[src/rtl/dac60508_spi_rx_if.sv]
// SPI link between the DAC driver (master) and the receiver/monitor (slave).
interface dac60508_spi_rx_if;
  logic CS;
  logic SCLK;
  logic MOSI;

  modport master (output CS, SCLK, MOSI);
  modport slave  (input  CS, SCLK, MOSI);
endinterface

[src/rtl/dac60508_spi_rx.sv]
// DAC60508MC write-frame receiver. Oversamples CS/SCLK/MOSI in the core
// domain, decodes 24-bit write frames and mirrors DAC0..DAC7 data.
//
// state | meaning
// IDLE  | waiting for CS to fall
// SHIFT | capturing MOSI on each SCLK falling edge
// CHECK | one cycle: judge the captured frame and publish the result
module dac60508_spi_rx #(
  parameter int FRAME_BITS  = 24,
  parameter int SYNC_STAGES = 2
) (
  input  logic                  clk,
  input  logic                  rst_n,
  dac60508_spi_rx_if.slave      spi,
  output logic                  frame_valid,
  output logic [3:0]            frame_addr,
  output logic [15:0]           frame_data,
  output logic                  frame_err,
  output logic [7:0]            err_cnt,
  output logic [127:0]          dac_shadow,
  output logic                  busy
);

  typedef enum logic [1:0] {IDLE, SHIFT, CHECK} state_t;

  state_t                  state, state_nxt;
  logic [SYNC_STAGES-1:0]  cs_sync, sclk_sync, mosi_sync;
  logic                    cs_hist, sclk_hist;
  logic                    cs_s, sclk_s, mosi_s;
  logic                    cs_fall, cs_rise, sclk_fall;
  logic [23:0]             sreg;
  logic [4:0]              bit_cnt;
  logic                    addr_ok, frame_good;

  assign cs_s   = cs_sync[SYNC_STAGES-1];
  assign sclk_s = sclk_sync[SYNC_STAGES-1];
  assign mosi_s = mosi_sync[SYNC_STAGES-1];

  assign cs_fall   = !cs_s && cs_hist;
  assign cs_rise   = cs_s && !cs_hist;
  assign sclk_fall = !sclk_s && sclk_hist;

  // Writable targets: 2..6 are control registers, 8..F are DAC0..DAC7.
  assign addr_ok    = sreg[19] || (sreg[19:16] >= 4'd2 && sreg[19:16] <= 4'd6);
  assign frame_good = (bit_cnt == 5'(FRAME_BITS)) && !sreg[23] && addr_ok;

  assign busy = (state != IDLE);

  // Synchronizer chains plus one history flop for edge detection; MOSI
  // shares SCLK's depth so it is aligned with the detected falling edge.
  always_ff @(posedge clk or negedge rst_n) begin
    if (!rst_n) begin
      cs_sync   <= '0;
      sclk_sync <= '0;
      mosi_sync <= '0;
      cs_hist   <= 1'b0;
      sclk_hist <= 1'b0;
    end else begin
      cs_sync   <= {cs_sync[SYNC_STAGES-2:0], spi.CS};
      sclk_sync <= {sclk_sync[SYNC_STAGES-2:0], spi.SCLK};
      mosi_sync <= {mosi_sync[SYNC_STAGES-2:0], spi.MOSI};
      cs_hist   <= cs_s;
      sclk_hist <= sclk_s;
    end
  end

  // State register.
  always_ff @(posedge clk or negedge rst_n) begin
    if (!rst_n) state <= IDLE;
    else        state <= state_nxt;
  end

  // Next-state logic; a cs_fall seen in CHECK is dropped.
  always_comb begin
    state_nxt = state;
    case (state)
      IDLE:    if (cs_fall) state_nxt = SHIFT;
      SHIFT:   if (cs_rise) state_nxt = CHECK;
      CHECK:   state_nxt = IDLE;
      default: state_nxt = IDLE;
    endcase
  end

  // Shift/count during the frame, then publish the decoded result.
  always_ff @(posedge clk or negedge rst_n) begin
    if (!rst_n) begin
      sreg        <= '0;
      bit_cnt     <= '0;
      frame_valid <= 1'b0;
      frame_err   <= 1'b0;
      frame_addr  <= '0;
      frame_data  <= '0;
      err_cnt     <= '0;
      dac_shadow  <= '0;
    end else begin
      frame_valid <= 1'b0;
      frame_err   <= 1'b0;
      case (state)
        IDLE: begin
          if (cs_fall) begin
            sreg    <= '0;
            bit_cnt <= '0;
          end
        end
        SHIFT: begin
          if (sclk_fall) begin
            sreg <= {sreg[22:0], mosi_s};
            if (bit_cnt != 5'd31) bit_cnt <= bit_cnt + 5'd1;
          end
        end
        CHECK: begin
          frame_addr <= sreg[19:16];
          frame_data <= sreg[15:0];
          if (frame_good) begin
            frame_valid <= 1'b1;
            if (sreg[19]) dac_shadow[{sreg[18:16], 4'b0000} +: 16] <= sreg[15:0];
          end else begin
            frame_err <= 1'b1;
            if (err_cnt != 8'hFF) err_cnt <= err_cnt + 8'd1;
          end
        end
        default: ;
      endcase
    end
  end

endmodule
[src/flat_wrapper.sv]
// flat-port wrapper written by rule: the top's interface ports become plain ports
module dac60508_spi_rx_flat 
#(
  parameter int FRAME_BITS  = 24,
  parameter int SYNC_STAGES = 2
)
  (clk, rst_n, frame_valid, frame_addr, frame_data, frame_err, err_cnt, dac_shadow, busy, spi_CS, spi_SCLK, spi_MOSI);
  dac60508_spi_rx_if spi_i ();
  input  logic clk;
  input  logic rst_n;
  output logic frame_valid;
  output logic [3:0] frame_addr;
  output logic [15:0] frame_data;
  output logic frame_err;
  output logic [7:0] err_cnt;
  output logic [127:0] dac_shadow;
  output logic busy;
  input wire logic [$bits(spi_i.CS)-1:0] spi_CS;
  input wire logic [$bits(spi_i.SCLK)-1:0] spi_SCLK;
  input wire logic [$bits(spi_i.MOSI)-1:0] spi_MOSI;
  assign spi_i.CS = spi_CS;
  assign spi_i.SCLK = spi_SCLK;
  assign spi_i.MOSI = spi_MOSI;
  dac60508_spi_rx #(.FRAME_BITS(FRAME_BITS), .SYNC_STAGES(SYNC_STAGES)) u_core (.clk(clk), .rst_n(rst_n), .spi(spi_i), .frame_valid(frame_valid), .frame_addr(frame_addr), .frame_data(frame_data), .frame_err(frame_err), .err_cnt(err_cnt), .dac_shadow(dac_shadow), .busy(busy));
endmodule
[config.mk]
export PLATFORM = sky130hd
export DESIGN_NAME = dac60508_spi_rx_flat
export DESIGN_NICKNAME = d
export VERILOG_FILES = /design/src/rtl/dac60508_spi_rx_if.sv /design/src/rtl/dac60508_spi_rx.sv /design/src/flat_wrapper.sv
export SDC_FILE = /design/constraint.sdc
export NUM_CORES = 1
export LEC_CHECK = 0
export BUFFER_PORTS_ARGS = -buffer_cell sky130_fd_sc_hd__buf_2
export CORE_MARGIN = 10
export CORE_UTILIZATION = 54
export CTS_CLUSTER_DIAMETER = 200
export DETAILED_ROUTE_END_ITERATION = 12
export GPL_TIMING_DRIVEN = 1
export PLACE_DENSITY = 0.82
export SYNTH_ARGS = -nofsm -noshare
export SYNTH_HDL_FRONTEND = slang
export SYNTH_SLANG_ARGS = --single-unit
[constraint.sdc]
create_clock -name clk -period 3.5 [get_ports clk]
set_input_delay 0.35 -clock clk [delete_from_list [all_inputs] [get_ports clk]]
set_output_delay 0.35 -clock clk [all_outputs]
set_load 0.05 [all_outputs]
==> flow_metrics.py <==
metrics = {
    "layout": {
        "area_growth_syn_to_layout_pct": 19.6,
        "diodes": 0,
        "drive_gt1_share_pct": 37.8,
        "final_net_count": 816,
    },
    "logic_synthesis": {
        "netlist_area_sq_um": 7820,
        "ys_seq_area_share_pct": 63.0,
        "yosys.area.top_type": "dfrtp_1",
        "syn_avg_cell_area_sq_um": 12.0,
        "yosys_warnings": 0,
        "synth.distinct_cells": 41,
        "synth_top_area_share_pct": 63.0,
        "async_flop_share_pct": 100,
        "synth-seq-cells": 197,
        "synthFlopType": "dfrtp_1",
        "syn_nets": 666,
        "synth_edf_count": 0,
        "ys_top_cells_by_area": "dfrtp_1 63%, mux2_2 13%, nand2_1 7.8%",
        "netlist_instances": 654,
    },
    "die": {
        "pin_count": 164,
        "die_h_um": 140,
        "die_area_sq_um": 19700,
        "core.rowCount": 43,
        "fp.coreArea_sq_um": 14000,
        "start_util_pct": 55.7,
        "die_w_um": 140,
    },
    "timing": {
        "timing.hold.ws_ns": 0.0254,
        "drv_slew": 0,
        "min_period_ns": 2.91,
        "slew_headroom_pct": 37.2,
        "skew_ns": 0.00519,
        "timing.setup.tns_ns": 0,
        "max_freq_mhz": 344,
        "worst_pin_slew_ns": 0.942,
        "setup_violations": 0,
        "final.period_utilization_pct": 83.0,
        "hold_viol_final": 0,
        "rsz0062_at_grt": "no",
    },
    "clock_tree": {
        "clock_latency_ns": 0.43,
        "path_clk_slew_ns": 0.07,
        "cts_sinks": 197,
        "cts_buffer_depth": 2,
        "cts_root_buf": "clkbuf_16",
        "htreeDepth": 4,
        "cts_tree": "built",
        "cts-buffers-inserted": 17,
        "post_cts.repair.setup_buffers": 0,
    },
    "power": {
        "p_int_mw": 3.46,
        "p_clk_share_pct": 40.5,
        "p_sw_mw": 1.13,
        "power.total_mw": 4.59,
        "power_density_nw_per_um2": 491,
        "ir_worst_vdd_v": 0.000342,
        "seqPwrFrac_pct": 52.4,
        "combPwrFrac_pct": 7.0,
        "sw_frac_of_total_pct": 24.7,
        "p_leak_nw": 5.15,
    },
    "worst_hold_path": {
        "min_path_type": "primary input to flip-flop",
    },
    "setup_path": {
        "max_stage_delay_ns": 0.86,
        "worst-path-buf-inv": 1,
        "critPathArrivalTime_ns": 3.22,
        "crit_type": "flip-flop to flip-flop",
        "path_common_cell": "ha_1",
        "startpoint_type": "flip-flop",
        "crit_family": "simple AND/OR/NAND/NOR gates",
        "worstPathRequired_ns": 3.81,
        "cp_slowest_cell": "or4_1",
        "cp_max_fo": 25,
        "path_cells": "inv_1, ha_1, ha_1, nand2_1, or4_1, mux2_4",
        "endpoint_kind": "flip-flop",
    },
    "global_route": {
        "antenna_found_initial": 0,
        "grt_pass1_wl_um": 31700,
        "grt_pass1_vias": 5786,
        "grt_max_degree": 85,
        "grt_overflow": 0,
        "grt_usage_pct": 20.2,
    },
    "flow_run": {
        "cap_violations": 0,
    },
    "routing": {
        "postRouteAntennaNets": 0,
        "vias_per_cell": 5.51,
        "vias": 5487,
        "wl_per_cell_um": 19.9,
        "drc": 0,
        "wl_um": 19800,
        "dr.pass1.iters": 4,
        "initialDrtViolationCount": 393,
    },
    "placement": {
        "gp_congestion": 0.887,
        "dp_hpwl_um": 14000,
        "io_buffers": 163,
    },
    "outcome": {
        "status": "completed",
    },
}
==> worst reg2reg max path, cell delays in order, from the launching register on <==
cell     delay [ns]
dfrtp_1        0.53
inv_1          0.17
ha_1           0.24
ha_1           0.40
nand2_1        0.14
or4_1          0.86
mux2_4         0.46
==> cell usage after synthesis, types with 6 or more instances <==
library cell and count:
nand2_1 162, ha_1 7, dfrtp_1 197, xor2_1 8, o21ai_0 52, inv_1 6
buf_2 11, a21o_1 11, clkbuf_1 31, nor2_1 14, and3_1 10, mux2_2 93
==> power by group through the flow <==
stage	clock, mW	sequential (mW)	combinational [mW]
floorplan	0	2.50	0.134
global placement	0	2.44	0.315
detailed placement	0	2.45	0.328
CTS	1.88	2.41	0.330
global route	1.98	2.42	0.359
finish	1.86	2.41	0.323
==> layout make-up <==
| type | instances | area, sq um |
|---|---|---|
| well taps | 180 | 225 |
| repair buffers | 176 | 937 |
| multi-input cells | 406 | 2680 |
| clock inverters | 7 | 72.6 |
| flip-flops and latches | 197 | 4930 |
| clock buffers | 23 | 488 |
| fillers | 1043 | 4690 |
| inverters | 6 | 22.5 |
==> layer usage <==
| metal | global-route usage, % | part of all wire (%) | vias to the layer above |
|---|---|---|---|
| met5 | 0 | 0 | - |
| met4 | 6.68 | 1.7 | 0 |
| met3 | 6.19 | 7.6 | 30 |
| met2 | 33.7 | 50 | 166 |
| met1 | 24.4 | 41 | 2791 |
| li1 | - | - | 2500 |
==> per-stage QoR <==
step | area (sq um) | setup WS, ns | cells | utilization, %
after floorplan | 7820 | 0.659 | 654 | -
final | 9350 | 0.594 | 995 | 66.6
after CTS | 9350 | 0.611 | 995 | 66.6
after detailed placement | 8780 | 0.615 | 964 | 62.6
after global routing | 9350 | 0.412 | 995 | 66.6
after global placement | 8780 | 0.740 | 964 | 62.6
==> final timing paths <==
| check | from | end | slack (ns) | cells past startpoint |
|---|---|---|---|---|
| max | u_core.sreg[16] | u_core.dac_shadow[60] | 0.59 | 6 |
| min | spi_SCLK | u_core.sclk_sync[0] | 0.03 | 1 |
| max reg2reg | u_core.sreg[16] | u_core.dac_shadow[60] | 0.59 | 6 |
| min reg2reg | u_core.mosi_sync[0] | u_core.mosi_sync[1] | 0.34 | 0 |
| max in group asynchronous | rst_n | u_core.dac_shadow[69] | 1.93 | 3 |
| min in group asynchronous | rst_n | u_core.frame_data[2] | 0.52 | 2 |
==> kinds of logic after synthesis <==
group                    count (synthesis)  share of synthesized area (%)
XOR/XNOR                                 8                          0.896
multiplexers                            95                           13.8
AO/OA/AOI/OAI                           71                           5.12
flip-flops                             197                           63.0
buffers and inverters                   51                           2.77
adder cells (fa/ha/maj)                  7                           1.12
AND/OR/NAND/NOR                        225                           13.3
==> what timing repair did <==
action                    CTS  global route
gates resized for setup     0             0
hold buffers                1             0
hold endpoints to repair   21             0
==> placed cells by master, fill, tap and decap left out, drive strengths merged, types with 4 or more instances in the layout <==
master,count
mux2,95
nand3,5
ha,7
and3,10
o21ai,52
a21o,11
buf,174
xor2,8
nand2b,5
nor2,14
clkbuf,24
inv,7
nor3,5
dfrtp,197
nand2,162
nor4,4
==> registers in the layout (all words and copies together), names as in the netlist <==
| register | count |
|---|---|
| u_core.mosi_sync | 2 |
| u_core.sclk_hist | 1 |
| u_core.frame_valid | 1 |
| u_core.state | 2 |
| u_core.bit_cnt | 5 |
| u_core.err_cnt | 8 |
| u_core.sreg | 24 |
| u_core.dac_shadow | 128 |
| u_core.cs_hist | 1 |
| u_core.sclk_sync | 2 |
| u_core.frame_addr | 4 |
| u_core.cs_sync | 2 |
| u_core.frame_err | 1 |
| u_core.frame_data | 16 |
Power figures use the tool's default switching activity.
